--- config.mk ---
export PLATFORM = sky130hd
export DESIGN_NAME = tcdm_bank_responder
export DESIGN_NICKNAME = d
export VERILOG_FILES = /design/src/rtl/tcdm_interconnect_pkg.sv /design/src/rtl/tcdm_amo_alu.sv /design/src/rtl/tcdm_bank_responder.sv
export SDC_FILE = /design/constraint.sdc
export NUM_CORES = 1
export LEC_CHECK = 0
export ABC_CLOCK_PERIOD_IN_PS = 7050
export CORE_AREA = 2 2 95 143
export CTS_CLUSTER_DIAMETER = 100
export CTS_CLUSTER_SIZE = 16
export DETAILED_ROUTE_END_ITERATION = 6
export DIE_AREA = 0 0 97 145
export DONT_BUFFER_PORTS = 1
export PLACE_DENSITY = 0.7
export RECOVER_POWER = 50
export SYNTH_ARGS = -nofsm -noshare
export SYNTH_HDL_FRONTEND = slang
export SYNTH_SLANG_ARGS = --single-unit
--- constraint.sdc ---
create_clock -name clk_i -period 7.05 [get_ports clk_i]
set_clock_uncertainty 0.2 [all_clocks]
set_input_delay 1.41 -clock clk_i [delete_from_list [all_inputs] [get_ports clk_i]]
set_output_delay 1.41 -clock clk_i [all_outputs]
set_load 0.005 [all_outputs]
--- src/rtl/tcdm_interconnect_pkg.sv ---
// Shared TCDM interconnect types: AMO opcodes and bank response tags.
package tcdm_interconnect_pkg;

    typedef enum logic [3:0] {
        AMO_NONE = 4'd0,
        AMO_SWAP = 4'd1,
        AMO_ADD  = 4'd2,
        AMO_AND  = 4'd3,
        AMO_OR   = 4'd4,
        AMO_XOR  = 4'd5,
        AMO_MAX  = 4'd6,
        AMO_MAXU = 4'd7,
        AMO_MIN  = 4'd8,
        AMO_MINU = 4'd9
    } amo_op_e;

    typedef enum logic [1:0] {
        RESP_NONE  = 2'd0,
        RESP_RDATA = 2'd1,
        RESP_ZERO  = 2'd2
    } resp_e;

endpackage

--- src/rtl/tcdm_amo_alu.sv ---
// Combinational AMO datapath: combines the old memory word with the operand.
module tcdm_amo_alu
    import tcdm_interconnect_pkg::*;
#(
    parameter int unsigned DataWidth = 32
) (
    input  amo_op_e              i_op,
    input  logic [DataWidth-1:0] i_old,
    input  logic [DataWidth-1:0] i_operand,
    output logic [DataWidth-1:0] o_result,
    output logic                 o_valid_op
);

    logic w_slt;
    logic w_ult;

    assign w_slt = $signed(i_old) < $signed(i_operand);
    assign w_ult = i_old < i_operand;

    always_comb begin
        o_result   = '0;
        o_valid_op = 1'b1;
        case (i_op)
            AMO_SWAP: o_result = i_operand;
            AMO_ADD:  o_result = i_old + i_operand;
            AMO_AND:  o_result = i_old & i_operand;
            AMO_OR:   o_result = i_old | i_operand;
            AMO_XOR:  o_result = i_old ^ i_operand;
            AMO_MAX:  o_result = w_slt ? i_operand : i_old;
            AMO_MIN:  o_result = w_slt ? i_old : i_operand;
            AMO_MAXU: o_result = w_ult ? i_operand : i_old;
            AMO_MINU: o_result = w_ult ? i_old : i_operand;
            // NONE and reserved opcodes produce no write-back
            default:  o_valid_op = 1'b0;
        endcase
    end

endmodule

--- src/rtl/tcdm_bank_responder.sv ---
// TCDM bank-side responder: req/gnt front end to a 1-cycle-latency SRAM,
// with AMOs executed as read followed by a stalled write-back cycle.
module tcdm_bank_responder
    import tcdm_interconnect_pkg::*;
#(
    parameter  int unsigned AddrWidth = 10,
    parameter  int unsigned DataWidth = 32,
    localparam int unsigned BeWidth   = DataWidth / 8
) (
    input  logic                 clk_i,
    input  logic                 rst_ni,
    input  logic                 req_i,
    output logic                 gnt_o,
    input  logic [AddrWidth-1:0] add_i,
    input  logic                 wen_i,
    input  logic [DataWidth-1:0] wdata_i,
    input  logic [BeWidth-1:0]   be_i,
    input  logic [3:0]           amo_i,
    output logic [DataWidth-1:0] rdata_o,
    output logic                 sram_req_o,
    output logic                 sram_we_o,
    output logic [AddrWidth-1:0] sram_addr_o,
    output logic [DataWidth-1:0] sram_wdata_o,
    output logic [BeWidth-1:0]   sram_be_o,
    input  logic [DataWidth-1:0] sram_rdata_i
);

    typedef enum logic {
        S_IDLE   = 1'b0,
        S_AMO_WB = 1'b1
    } state_e;

    state_e               r_state;
    state_e               w_state_d;
    resp_e                r_resp;
    resp_e                w_resp_d;
    logic [AddrWidth-1:0] r_addr;
    logic [DataWidth-1:0] r_operand;
    amo_op_e              r_op;
    amo_op_e              w_amo;
    logic                 w_capture;
    logic [DataWidth-1:0] w_result;
    logic                 w_valid_op;

    assign w_amo = amo_op_e'(amo_i);
    assign gnt_o = req_i & (r_state == S_IDLE);

    // SRAM read data arrives during AMO_WB, so the ALU sees the old word directly
    tcdm_amo_alu #(
        .DataWidth (DataWidth)
    ) u_amo_alu (
        .i_op       (r_op),
        .i_old      (sram_rdata_i),
        .i_operand  (r_operand),
        .o_result   (w_result),
        .o_valid_op (w_valid_op)
    );

    always_ff @(posedge clk_i or negedge rst_ni) begin
        if (!rst_ni) begin
            r_state   <= S_IDLE;
            r_resp    <= RESP_NONE;
            r_addr    <= '0;
            r_operand <= '0;
            r_op      <= AMO_NONE;
        end else begin
            r_state <= w_state_d;
            r_resp  <= w_resp_d;
            if (w_capture) begin
                r_addr    <= add_i;
                r_operand <= wdata_i;
                r_op      <= w_amo;
            end
        end
    end

    always_comb begin
        w_state_d    = r_state;
        w_resp_d     = RESP_NONE;
        w_capture    = 1'b0;
        sram_req_o   = 1'b0;
        sram_we_o    = 1'b0;
        sram_addr_o  = '0;
        sram_wdata_o = '0;
        sram_be_o    = '0;
        case (r_state)
            S_IDLE: begin
                if (req_i) begin
                    sram_req_o  = 1'b1;
                    sram_addr_o = add_i;
                    if (w_amo != AMO_NONE) begin
                        w_capture = 1'b1;
                        w_resp_d  = RESP_RDATA;
                        w_state_d = S_AMO_WB;
                    end else if (wen_i) begin
                        sram_we_o    = 1'b1;
                        sram_wdata_o = wdata_i;
                        sram_be_o    = be_i;
                        w_resp_d     = RESP_ZERO;
                    end else begin
                        w_resp_d = RESP_RDATA;
                    end
                end
            end
            S_AMO_WB: begin
                sram_req_o   = w_valid_op;
                sram_we_o    = w_valid_op;
                sram_addr_o  = r_addr;
                sram_wdata_o = w_result;
                sram_be_o    = '1;
                w_state_d    = S_IDLE;
            end
            default: w_state_d = S_IDLE;
        endcase
    end

    assign rdata_o = (r_resp == RESP_RDATA) ? sram_rdata_i : '0;

endmodule

# After elaboration in Yosys (flattened, before gate mapping)
# Index checks and enable logic that the tools add are counted.
# W data, S select, Z words.
[op_classes]
add_sub_neg = 1
n_eq_ne = 10
muxes = 31
n_lt_le_gt_ge = 2
n_reduce_logical = 2
bitwise = 5
[op_table]
columns = ["op", "n"]
rows = [
  ["$pmux W32 S9", 1],
  ["$mux W32", 8],
  ["$lt A32 B32 Y1", 2],
  ["$pmux W32 S2", 1],
  ["$add A32 B32 Y32", 1],
  ["$and A32 B32 Y32", 1],
  ["$or A32 B32 Y32", 1],
  ["$xor A32 B32 Y32", 1],
  ["$pmux W10 S2", 1],
  ["$eq A4 B3 Y1 const B", 4],
  ["$mux W4", 3],
  ["$mux W10", 1],
  ["$reduce_or A9 Y1", 1],
  ["$eq A4 B2 Y1 const B", 2],
  ["$eq A4 B4 Y1 const B", 2],
  ["$mux W1", 8],
  ["$mux W2", 4],
  ["$pmux W4 S2", 1],
  ["$pmux W1 S2", 3],
  ["$eq A4 B1 Y1 const B", 1],
  ["$reduce_bool A4 Y1", 1],
  ["$eq A2 B1 Y1 const B", 1],
  ["$and A1 B1 Y1", 1],
  ["$not A1 Y1", 1],
]
[totals]
output_inout_bits = 81
regBits = 49

# Longest topological paths before layout
[depth]
ltp_word = 4
depth_mapped = 16
ltp_nobuf = 12

# Modules after synthesis
# Synthesis repeated with hierarchy kept, for this count alone.
[hier_totals]
cells_unflattened = 837
hier_area_um2 = 6986.7
[by_module_without_submodules]
columns = ["mod", "n_inst", "area_per_inst_um2", "cells_each"]
rows = [
  ["tcdm_amo_alu", 1, 4306.6, 632],
  ["tcdm_bank_responder", 1, 2680.1, 205],
]

# Least setup slack after synthesis
# Ideal clock, no wire load.
[synth_path]
path_type = "input to output"
start = "input sram_rdata_i[0]"
end = "output sram_wdata_o[24]"
path_slack_ns = 1.372
required_time_ns = 5.440
cell_stages = 12
t_arrival_ns = 4.068
n_path_buf = 0
path_cell_list = "ha_1 > fa_1 > a211o_1 > a211oi_2 > nor3_1 > o41ai_4 > o211ai_1 > a41o_4 > a31oi_4 > xnor2_1 > a221oi_1 > a22oi_1"
[synth_between]
elab_chain_len = 4
[synth_rtl]
columns = ["item", "line", "text"]
rows = [
  ["from (decl)", "tcdm_bank_responder.sv:25", "input logic [DataWidth-1:0] sram_rdata_i"],
  ["$lt A32 B32 Y1, on equally long branches", "tcdm_amo_alu.sv:18, tcdm_amo_alu.sv:17", ""],
  ["$mux W32, on equally long branches", "--", ""],
  ["$pmux W32 S9 *", "tcdm_amo_alu.sv:23", "case (i_op)"],
  ["$pmux W32 S2 *", "tcdm_bank_responder.sv:86", "case (r_state)"],
  ["to (decl)", "tcdm_bank_responder.sv:23", "output logic [DataWidth-1:0] sram_wdata_o,"],
]
# Mark *: on every way between the ends. The rest lies on a longest branch, timed or not.

# Worst setup path in the final report
[layout_path]
start = "input sram_rdata_i[29]"
end = "output sram_wdata_o[10]"
# Same word-level chain as after synthesis.

==> results.txt <==
Synth cell types -> 68
Gr usage total -> 0.2949
Number of global-route vias before repair -> 6,633
Worst setup EP type -> primary output
Initial Util -> 0.5436
RSZ-0062 raised after global routing -> false
Largest net degree at the start of global routing -> 69
H-tree levels -> 2
Fin worst setup slack -> 890.0 ps
Clk sinks -> 49
Worst vdd ir -> 112.7 uV
Avg Synthesized Cell Area -> 7.570 sq um
Period utilization -> 0.8738
Max Root-Sink Buffers -> 2
P&R area growth vs syn -> 2.638%
CP startpoint kind -> primary input
Grt total ovfl -> 0
PostCTS Resize Cnt -> 0
Clock transition at the registers of the reported paths -> 80 ps
HPWL after DPL -> 15,270 microns
Min Tclk post-route -> 6160 ps
Via count of the routed design -> 6,746
Critical Path AT -> 4550 ps
CTS Root Cell -> clkbuf_16
Pwr dens -> 198.8 nW/um^2
Worst min-delay path class -> reg -> reg
Critical Path Fanout Max -> 10
Final Max Tran Viols -> 33
Clock latency on the worst-skew pair -> 300 ps
First-pass GRT wire length -> 34,210 microns
Setup violations, final -> 0
Synth warn -> 0
Io pins -> 167
Routed wire length -> 21,090 microns
Failing checks -> slew limit
1st-iter DRT viols -> 431
Max cap viols -> 0
Req. time, crit path -> 5440 ps
Vias per cell -> 6.530
Core Region -> 12,830 sq um
Number of iterations in the first detailed-routing pass -> 5
Final ANT Viol Nets -> 0
Syn_nets -> 1,104
Relative slew slack -> -0.0005413
Max Clk Rate -> 0.1623 GHz
Worst Tran Pin Value -> 1501 ps
Core Rows -> 51
Full die area -> 14,070 sq um
Status -> finished with violations
Most common flop cell mapped by yosys -> dfrtp_1
Hold Fails Final Rpt -> 0
Synthesized flop and latch total -> 49
CTS tree -> done
Netlist Area Pre-Place -> 6972 sq um
Crit Path Category -> in -> out
Number of CTS-inserted buffers -> 5
Die X -> 97 microns
Post-CTS setup buffer count -> 0
Synthesized netlist cell count -> 921
Async SR Flop Fraction -> 1.000
Die height -> 145 microns
Antenna diodes -> 0
Placement Setup Slack -> 957.5 ps
Leak -> 3.137 nW
Routability cong. -> 0.9638
Final net count -> 1,056
Wirelength per Cell -> 20.42 microns
Share of layout cells above drive strength 1 -> 0.05835
Post-synth EDFFs -> 0
Post-route setup TNS -> 0 ps
PortBufs -> 0
Initial antenna violation count -> 0
DRC Markers -> 0
Hold buffers post-CTS -> 0
Sequential share of the synthesized area -> 0.1759
-- flip-flops by register name (all words and copies together), names as in the netlist --
name	cells
r_operand	32
r_state	1
r_addr	10
r_op	4
r_resp	2
-- cell usage in the layout (no fill, tap or decap), types with 14 or more instances in the layout --
cell,instances
a221oi_1,28
a22oi_1,26
o211ai_1,21
and2_0,26
nand2_1,106
o21ai_0,79
inv_1,82
xnor2_1,15
a21oi_1,60
nor2_1,47
a21o_1,14
ha_1,96
dfrtp_1,49
-- cell usage after synthesis, types with 11 or more instances --
library cell	count	area, sq um
a21o_1	14	105.1
a21oi_1	60	300.3
a221oi_1	28	245.2
a22o_1	11	96.34
a22oi_1	26	195.2
a31oi_1	11	68.82
and2_1	34	212.7
clkbuf_1	56	210.2
dfrtp_1	49	1226
ha_1	96	1201
inv_1	83	311.6
mux2_2	13	146.4
mux2i_1	11	110.1
nand2_1	106	397.9
nand3_1	13	65.06
nor2_1	47	176.4
o211ai_1	21	157.7
o21ai_0	79	395.4
o21bai_1	11	82.58
xnor2_1	15	131.4
-- worst max-delay path: stages --
cell	delay (ps)
inv_1	20
ha_1	410
nor4_2	360
nand2_1	150
nor2_1	160
o2111ai_1	150
a31oi_2	220
nand2b_1	130
buf_4	200
xor2_4	230
mux2i_1	650
a21boi_0	220
o21ai_0	250
-- kinds of logic after synthesis --
family | after synthesis | synth area share
compound gates | 325 | 0.3239
xor+xnor | 19 | 0.02656
fa+ha+maj | 97 | 0.1752
buf+inv | 152 | 0.08650
flops | 49 | 0.1759
mux | 24 | 0.03679
simple gates | 255 | 0.1752
-- metal layers --
layer	global-route usage	share of wire
met4	0.1141	0.030
met5	0	0
met1	0.3528	0.39
met3	0.03854	0.063
met2	0.5299	0.51
-- per-stage QoR --
stage | util | cell area (sq um) | std cells | hold WS, ps | total power [mW]
5_1_grt | 0.5579 | 7156 | 1033 | 339.4 | 1.533
6_report | 0.5579 | 7156 | 1033 | 311.5 | 1.423
4_1_cts | 0.5585 | 7163 | 1033 | 315.5 | 1.425
3_5_place_dp | 0.5465 | 7009 | 1025 | 296.9 | 1.140
2_1_floorplan | - | 6972 | 921 | 279.3 | 0.9647
3_3_place_gp | 0.5465 | 7009 | 1025 | 289.5 | 1.133
-- final cells by class --
class / instances / area, sq um
Tap cell: 159 / 198.9
Clock inverter: 3 / 28.78
Clock buffer: 5 / 125.1
Sequential cell: 49 / 1226
Inverter: 84 / 315.3
Fill cell: 1248 / 5670
Timing Repair Buffer: 13 / 93.84
Multi-Input combinational cell: 720 / 5167
-- worst paths after layout --
check | depth (start not counted) | end | from | slack (ps)
worst max-delay path | 13 | sram_wdata_o[10] | sram_rdata_i[29] | 890
worst min register to register | 1 | r_addr[4] | r_addr[4] | 310
max in group asynchronous | 0 | r_addr[0] | rst_ni | 5960
worst max register to register | 5 | r_op[0] | r_state | 3690
worst min-delay path | 1 | r_addr[4] | r_addr[4] | 310
min in group asynchronous | 0 | r_operand[27] | rst_ni | 580
-- power breakdown --
group / internal (mW) / switching, mW / leakage, nW
sequential: 0.323 / 0.0463 / 0.595
combinational: 0.299 / 0.477 / 2.47
clock: 0.138 / 0.140 / 0.0767
total: 0.759 / 0.663 / 3.14
Power figures use the tool's default switching activity.
